<file path="src/rtl/arbiter_rr_n_if.sv">
// Request/grant bundle between the request sources (master) and arbiter_rr_n (slave).
interface arbiter_rr_n_if #(
  parameter int unsigned NREQ = 4,
  parameter int unsigned IDW  = 2
);
  logic [NREQ-1:0] req;
  logic            rr_mode;
  logic            finish;
  logic [NREQ-1:0] gnt;
  logic [NREQ-1:0] sel;
  logic [IDW-1:0]  gnt_id;
  logic            busy;
  logic            timeout;

  modport master (
    output req, rr_mode, finish,
    input  gnt, sel, gnt_id, busy, timeout
  );

  modport slave (
    input  req, rr_mode, finish,
    output gnt, sel, gnt_id, busy, timeout
  );
endinterface

</file>
<file path="src/rtl/arbiter_rr_n.sv">
// N-way fixed-priority / round-robin arbiter that holds a grant until finish.
// Optional grant watchdog is built only when ARB_TIMEOUT_EN is defined.
module arbiter_rr_n #(
  parameter int unsigned NREQ    = 4,
  parameter int unsigned IDW     = 2,
  parameter int unsigned TMO_CYC = 1024
) (
  input  logic          clk,
  input  logic          rst_n,
  arbiter_rr_n_if.slave bus
);

  if (NREQ < 2 || NREQ > 16 || IDW != $clog2(NREQ) || TMO_CYC < 2) begin : g_cfg_err
    $error("arbiter_rr_n: illegal parameter combination");
  end

  typedef enum logic {IDLE, GRANT} state_t;

  state_t          state, state_nx;
  logic [NREQ-1:0] gnt_q, sel_q, gnt_nx;
  logic [IDW-1:0]  id_q, id_nx, ptr_q, ptr_nx, win;
  logic            busy_q, busy_nx, tmo_q, tmo_nx;
  logic            any_req, tmo_hit;

  assign any_req = |bus.req;

  // Winner: first set request scanning upward from base (0 in fixed mode), wrapping at NREQ.
  always_comb begin : p_win
    int unsigned base;
    int unsigned j;
    logic        found;
    win   = '0;
    found = 1'b0;
    base  = bus.rr_mode ? int'(ptr_q) : 0;
    for (int unsigned i = 0; i < NREQ; i++) begin
      j = base + i;
      if (j >= NREQ) j = j - NREQ;
      if (!found && bus.req[j]) begin
        win   = IDW'(j);
        found = 1'b1;
      end
    end
  end

`ifdef ARB_TIMEOUT_EN
  localparam int unsigned TCW = $clog2(TMO_CYC);
  logic [TCW-1:0] tmo_cnt;

  // Cycles spent in GRANT; sits at zero in IDLE so every grant starts from zero.
  always_ff @(posedge clk or negedge rst_n) begin
    if (!rst_n)              tmo_cnt <= '0;
    else if (state == GRANT) tmo_cnt <= tmo_cnt + TCW'(1);
    else                     tmo_cnt <= '0;
  end

  assign tmo_hit = (state == GRANT) && !bus.finish && (tmo_cnt == TCW'(TMO_CYC - 1));
`else
  assign tmo_hit = 1'b0;
`endif

  // State and registered outputs.
  always_ff @(posedge clk or negedge rst_n) begin
    if (!rst_n) begin
      state  <= IDLE;
      gnt_q  <= '0;
      sel_q  <= '0;
      id_q   <= '0;
      ptr_q  <= '0;
      busy_q <= 1'b0;
      tmo_q  <= 1'b0;
    end else begin
      state  <= state_nx;
      gnt_q  <= gnt_nx;
      sel_q  <= gnt_nx;
      id_q   <= id_nx;
      ptr_q  <= ptr_nx;
      busy_q <= busy_nx;
      tmo_q  <= tmo_nx;
    end
  end

  always_comb begin : p_next_state
    state_nx = state;
    case (state)
      IDLE:    if (any_req) state_nx = GRANT;
      GRANT:   if (bus.finish || tmo_hit) state_nx = IDLE;
      default: state_nx = IDLE;
    endcase
  end

  // Next values of the output registers; finish wins over the watchdog.
  always_comb begin : p_outputs
    gnt_nx  = gnt_q;
    id_nx   = id_q;
    ptr_nx  = ptr_q;
    busy_nx = busy_q;
    tmo_nx  = 1'b0;
    case (state)
      IDLE: begin
        if (any_req) begin
          gnt_nx  = NREQ'(1) << win;
          id_nx   = win;
          busy_nx = 1'b1;
          ptr_nx  = (win == IDW'(NREQ - 1)) ? '0 : win + IDW'(1);
        end
      end
      GRANT: begin
        if (bus.finish) begin
          gnt_nx  = '0;
          busy_nx = 1'b0;
        end else if (tmo_hit) begin
          gnt_nx  = '0;
          busy_nx = 1'b0;
          tmo_nx  = 1'b1;
        end
      end
      default: begin
        gnt_nx  = '0;
        busy_nx = 1'b0;
      end
    endcase
  end

  assign bus.gnt    = gnt_q;
  assign bus.sel    = sel_q;
  assign bus.gnt_id = id_q;
  assign bus.busy   = busy_q;
`ifdef ARB_TIMEOUT_EN
  assign bus.timeout = tmo_q;
`else
  assign bus.timeout = 1'b0;
`endif

endmodule
</file>
<file path="src/flat_wrapper.sv">
// flat-port wrapper written by rule: the top's interface ports become plain ports
module arbiter_rr_n_flat 
#(
  parameter int unsigned NREQ    = 4,
  parameter int unsigned IDW     = 2,
  parameter int unsigned TMO_CYC = 1024
)
  (clk, rst_n, bus_req, bus_rr_mode, bus_finish, bus_gnt, bus_sel, bus_gnt_id, bus_busy, bus_timeout);
  arbiter_rr_n_if #(.NREQ(NREQ), .IDW(IDW)) bus_i ();
  input  logic clk;
  input  logic rst_n;
  input wire logic [$bits(bus_i.req)-1:0] bus_req;
  input wire logic [$bits(bus_i.rr_mode)-1:0] bus_rr_mode;
  input wire logic [$bits(bus_i.finish)-1:0] bus_finish;
  output wire logic [$bits(bus_i.gnt)-1:0] bus_gnt;
  output wire logic [$bits(bus_i.sel)-1:0] bus_sel;
  output wire logic [$bits(bus_i.gnt_id)-1:0] bus_gnt_id;
  output wire logic [$bits(bus_i.busy)-1:0] bus_busy;
  output wire logic [$bits(bus_i.timeout)-1:0] bus_timeout;
  assign bus_i.req = bus_req;
  assign bus_i.rr_mode = bus_rr_mode;
  assign bus_i.finish = bus_finish;
  assign bus_gnt = bus_i.gnt;
  assign bus_sel = bus_i.sel;
  assign bus_gnt_id = bus_i.gnt_id;
  assign bus_busy = bus_i.busy;
  assign bus_timeout = bus_i.timeout;
  arbiter_rr_n #(.NREQ(NREQ), .IDW(IDW), .TMO_CYC(TMO_CYC)) u_core (.clk(clk), .rst_n(rst_n), .bus(bus_i));
endmodule
</file>
<file path="config.mk">
export PLATFORM = sky130hd
export DESIGN_NAME = arbiter_rr_n_flat
export DESIGN_NICKNAME = d
export VERILOG_FILES = /design/src/rtl/arbiter_rr_n_if.sv /design/src/rtl/arbiter_rr_n.sv /design/src/flat_wrapper.sv
export SDC_FILE = /design/constraint.sdc
export NUM_CORES = 1
export LEC_CHECK = 0
export ABC_CLOCK_PERIOD_IN_PS = 4700
export BUFFER_PORTS_ARGS = -buffer_cell sky130_fd_sc_hd__buf_2
export CAP_MARGIN = 15
export CORE_MARGIN = 2
export CORE_UTILIZATION = 54
export CTS_CLUSTER_DIAMETER = 120
export CTS_CLUSTER_SIZE = 10
export DETAILED_ROUTE_END_ITERATION = 16
export GPL_TIMING_DRIVEN = 0
export PLACE_DENSITY = 0.82
export SLEW_MARGIN = 20
export SYNTH_ARGS = -nofsm -noshare
export SYNTH_HDL_FRONTEND = slang
export SYNTH_SLANG_ARGS = --single-unit
</file>
<file path="constraint.sdc">
create_clock -name clk -period 4.7 [get_ports clk]
set_input_delay 0.235 -clock clk [delete_from_list [all_inputs] [get_ports clk]]
set_output_delay 0.235 -clock clk [all_outputs]
set_load 0.005 [all_outputs]
</file>
# Word level (Yosys, flattened, before mapping)
# Index checks and enable logic that the tools add are counted.
# word_totals
regBits	10
in_bits	8
output_inout_bits	12
# op_classes
shifts	1
bitwise_logic	1
n_mux	30
magnitude_cmp	8
n_addsub	8
n_eq_ne	3
reduce_logical	9
# ops
operator	n
$ge 32x3->1 const B	4
$lt 32x3->1 const B	4
$mux 32	4
$sub 32x3->32 const B	4
$add 32x2->32 const B	2
$add 32x1->32 const B	1
$mux 2	6
$mux 1	11
$bmux 1 s2	4
$mux 4	2
$pmux 4 s2	1
$pmux 1 s2	2
$reduce_and 2->1	2
$reduce_or 4->1	1
$shl 1x2->4 const A	1
$logic_and 1x1->1	3
$logic_not 1->1	3
$add 2x1->2 const B	1
$eq 2x2->1 const B	1
$ne 2x1->1 const B	1
$ne 2x2->1 const B	1
$not 1->1	1

# Longest topological paths before layout
# logic_depth
depth_word	18
depth_mapped	9
mapped_depth_nobuf	8

# Worst setup path after synthesis
# Ideal clock, no wire load.
# synth_path
kind	reg2reg
startpoint	register u_core.ptr_q[1]
endpoint	register u_core.ptr_q[0]
setup_slack_ns	2.495
n_path_buf	0
path_stages_with_launch	9
synth_period_minus_slack_ns	2.205
setup_ns	0.127
t_arrival_ns	2.078
path_cell_list	dfrtp_1 -> nand2_2 -> mux4_2 -> a31oi_2 -> mux2i_1 -> ha_1 -> nor2_1 -> a21boi_0 -> o21ai_0
# synth_via
elab_chain_cells	17
# synth_rtl
element	line	text
from (decl)	arbiter_rr_n.sv:21	logic [IDW-1:0] id_q, id_nx, ptr_q, ptr_nx, win;
from (signal assigned)	arbiter_rr_n.sv:76	ptr_q <= ptr_nx;
$mux 2 (*)	arbiter_rr_n.sv:34	base = bus.rr_mode ? int'(ptr_q) : 0;
parallel branches: the longest is 13 deep, another holds $add 32x1->32	n/a	
$mux 2 (*)	arbiter_rr_n.sv:38	if (!found && bus.req[j]) begin
$add 2x1->2 or $eq 2x2->1 (tied branches)	arbiter_rr_n.sv:104	ptr_nx = (win == IDW'(NREQ - 1)) ? '0 : win + IDW'(1);
$mux 2 (*)	arbiter_rr_n.sv:104	
# Every way passes the cells marked *. The select of a mux whose other input is x is not followed.
# A chain may end at the register's enable or synchronous reset.

# Final worst setup path
# Same ends and word-level chain as after synthesis.

==> insert_results.sql <==
INSERT INTO impl_metrics (metric_group, metric, value, unit) VALUES
('place', 'finalWeightedCongestion', '0.834', ''),
('routing', 'viasPerCell', '5.53', ''),
('synthesis', 'syn_inst', '81', ''),
('clocking', 'cts_root_buffer', 'sky130_fd_sc_hd__clkbuf_4', ''),
('setup_path', 'setup.worst_path.end', 'u_core.ptr_q[0]$_DFFE_PN0P_', ''),
('synthesis', 'synth_edf_count', '0', ''),
('clocking', 'cts_tree', 'yes', ''),
('routing', 'met3WireLength', '73', 'µm'),
('setup_path', 'crit_path_buf_inv_count', '0', ''),
('pwr', 'power_density', '495', 'nW/µm²'),
('setup_path', 'setup.worst_path.class', 'flip-flop to flip-flop', ''),
('global_routing', 'grtUsageTotal', '0.209', ''),
('sta', 'final_hold_viol_count', '0', ''),
('global_routing', 'first_global_vias', '543', ''),
('synthesis', 'syn_nets', '93', ''),
('setup_path', 'r2r_cells', '8', ''),
('cells_and_area', 'final_common_cell', 'sky130_fd_sc_hd__buf_2', ''),
('floorplan', 'ports', '20', ''),
('synthesis', 'synth_cell_type_count', '31', ''),
('floorplan', 'core_area', '1280', 'µm²'),
('synthesis', 'syn-mean-instance-area', '9.02', 'µm²'),
('pwr', 'total_power', '431', 'µW'),
('routing', 'finalWirelength', '1410', 'µm'),
('routing', 'drtAntennaViolNets', '0', ''),
('setup_path', 'reg2reg_slack', '2230', 'ps'),
('min_path', 'min_path_type', 'input pin to flip-flop', ''),
('setup_path', 'crit_cells', '8', ''),
('cells_and_area', 'count_of_antenna_diodes_in_the_layout', '0', ''),
('routing', 'detailroute.wirelength.met2', '710', 'µm'),
('setup_path', 'critPathArrivalTime', '2610', 'ps'),
('global_routing', 'wire_length_of_the_first_global_routing_pass', '2270', 'µm'),
('clocking', 'cts_inserted_buffers', '3', ''),
('setup_path', 'worstReg2RegStart', 'u_core.ptr_q[1]$_DFFE_PN0P_', ''),
('setup_path', 'path_cells', 'nand2_2 > mux4_2 > a31oi_2 > mux2i_1 > ha_1 > nor2_1 > a21boi_0 > o21ai_0', ''),
('synthesis', 'ys_seq_area_frac', '0.342', ''),
('setup_path', 'critPathRequiredTime', '4840', 'ps'),
('synthesis', 'async_flop_share', '1.00', ''),
('global_routing', 'overflow', '0', ''),
('cells_and_area', 'finalNetCount', '117', ''),
('routing', 'post-route-drc-count', '0', ''),
('place', 'portBuffers', '18', ''),
('sta', 'fin_tns_setup', '0', 'ps'),
('status', 'outcome', 'finished clean', ''),
('clocking', 'post_cts_resize_count', '0', ''),
('clocking', 'cts_buffer_depth', '2', ''),
('routing', 'drt-pass1-iter-count', '4', ''),
('clocking', 'clock_insertion_delay_at_the_later_pin_of_the_skew_report', '260', 'ps'),
('sta', 'tightestPinTransition', '611', 'ps'),
('sta', 'maxSlewViolCount', '0', ''),
('routing', 'dr_total_vias', '653', ''),
('cells_and_area', 'most-common-layout-cells', '20 x sky130_fd_sc_hd__buf_2, 14 x sky130_fd_sc_hd__nand2_1, 10 x sky130_fd_sc_hd__dfrtp_1, 5 x sky130_fd_sc_hd__o21ai_0, 5 x sky130_fd_sc_hd__buf_4', ''),
('flow_run', 'maxCapViolCount', '0', ''),
('sta', 'min_period_over_period', '0.525', ''),
('place', 'post-place-cells', '114', ''),
('cells_and_area', 'area_taken_by_multi_input_logic_gates', '414', 'µm²'),
('place', 'dpl-instance-area', '840', 'µm²'),
('setup_path', 'worst_setup_path_start_kind', 'flip-flop', ''),
('global_routing', 'maximum_number_of_pins_on_one_net_before_global_route_repair', '11', ''),
('synthesis', 'yosysWarningCount', '0', ''),
('setup_path', 'regToRegEndpoint', 'u_core.ptr_q[0]$_DFFE_PN0P_', ''),
('sta', 'fin_worst_skew', '2.22', 'ps'),
('setup_path', 'cpMaxStageDelayCell', 'sky130_fd_sc_hd__mux4_2', ''),
('pwr', 'ir_drop', '0.221', 'mV'),
('cells_and_area', 'fin_cells', '118', ''),
('routing', 'maxUsedRoutingLayer', 'met4', ''),
('clocking', 'clkSlewWorstSetupHoldPaths', '60', 'ps'),
('sta', 'slew_headroom', '0.586', ''),
('cells_and_area', 'post-route-cell-area', '872', 'µm²'),
('floorplan', 'die_x', '40.8', 'µm'),
('sta', 'final.min_clock_period', '2470', 'ps'),
('setup_path', 'setup.worst_path.end_class', 'flip-flop', '');
[cells in the mapped netlist, types with 2 or more instances]
cell type | instances | area (µm²)
sky130_fd_sc_hd__and3_1 | 2 | 12.5
sky130_fd_sc_hd__o21ai_0 | 5 | 25.0
sky130_fd_sc_hd__buf_4 | 5 | 37.5
sky130_fd_sc_hd__mux2_2 | 2 | 22.5
sky130_fd_sc_hd__a21boi_0 | 3 | 22.5
sky130_fd_sc_hd__nand2_1 | 14 | 52.6
sky130_fd_sc_hd__or2_2 | 3 | 18.8
sky130_fd_sc_hd__nor2_1 | 2 | 7.51
sky130_fd_sc_hd__inv_1 | 4 | 15.0
sky130_fd_sc_hd__a21oi_1 | 2 | 10.0
sky130_fd_sc_hd__nand3_1 | 3 | 15.0
sky130_fd_sc_hd__dfrtp_1 | 10 | 250
sky130_fd_sc_hd__ha_1 | 4 | 50.1
sky130_fd_sc_hd__mux2i_1 | 4 | 40.0
sky130_fd_sc_hd__buf_2 | 2 | 10.0
[layer usage]
metal | global-route usage | vias up
met3 | 0.0489 | 2
met1 | 0.255 | 300
met4 | 0.0500 | 0
met5 | 0 | -
met2 | 0.363 | 24
li1 | - | 327
[worst register-to-register path, cell delays in order (launching register included)]
cell and delay (ps):
sky130_fd_sc_hd__dfrtp_1 460, sky130_fd_sc_hd__nand2_2 140, sky130_fd_sc_hd__mux4_2 530, sky130_fd_sc_hd__a31oi_2 260
sky130_fd_sc_hd__mux2i_1 350, sky130_fd_sc_hd__ha_1 240, sky130_fd_sc_hd__nor2_1 60, sky130_fd_sc_hd__a21boi_0 210
sky130_fd_sc_hd__o21ai_0 100
[final cells by class]
cell class | count | area share
tap | 15 | 0.0215
inverter | 4 | 0.0172
buffer | 8 | 0.0588
timing repair buffer | 19 | 0.115
multi-input combinational | 59 | 0.475
sequential | 10 | 0.287
clock buffer | 3 | 0.0258
[sequential cells by signal, indices dropped and copies added (netlist names)]
name and count:
u_core.bus.busy 1, u_core.bus.gnt_id 2, u_core.state 1, u_core.bus.gnt 4, u_core.ptr_q 2
[worst min path at each step]
stage | slack [ps] | to | cells past startpoint | start
6_report | 180 | u_core.state$_DFF_PN0_ | 2 | bus_finish
5_1_grt | 210 | u_core.bus.gnt[3]$_DFFE_PN0P_ | 2 | bus_finish
4_1_cts | 180 | u_core.state$_DFF_PN0_ | 2 | bus_finish
3_5_place_dp | 110 | u_core.state$_DFF_PN0_ | 1 | rst_n
3_3_place_gp | 100 | u_core.state$_DFF_PN0_ | 1 | rst_n
2_1_floorplan | -60 | u_core.bus.busy$_DFFE_PN0P_ | 0 | rst_n
[per-stage QoR]
step | hold WS [ps] | setup slack, ps
5_1_grt | 206 | 2020
6_report | 179 | 2230
3_5_place_dp | 110 | 2250
2_1_floorplan | -60.6 | 2500
3_3_place_gp | 103 | 2310
4_1_cts | 181 | 2250
[repair_timing]
| action | 4_1_cts | 5_1_grt |
|---|---|---|
| hold endpoints to repair | 10 | 0 |
| hold buffers | 1 | 0 |
| setup buffers | 0 | 0 |
[report_power, final]
part / switching, µW / leakage [µW] / internal, µW / total, µW
combinational: 118 / 0.000331 / 115 / 233
clock: 27.0 / 0.0000138 / 29.5 / 56.5
sequential: 24.7 / 0.000124 / 117 / 141
[kinds of logic (layout without fill, tap and decap cells)]
logic type	after synthesis	in the layout	share of synthesized area
AO/OA/AOI/OAI	17	17	0.161
XOR/XNOR	1	1	0.0120
adder cells (fa/ha/maj)	4	4	0.0685
buffers and inverters	12	34	0.0907
flip-flops	10	10	0.342
multiplexers	8	8	0.137
other	1	1	0.00513
AND/OR/NAND/NOR	28	28	0.183
No activity file was read; power rests on OpenSTA's default activity.
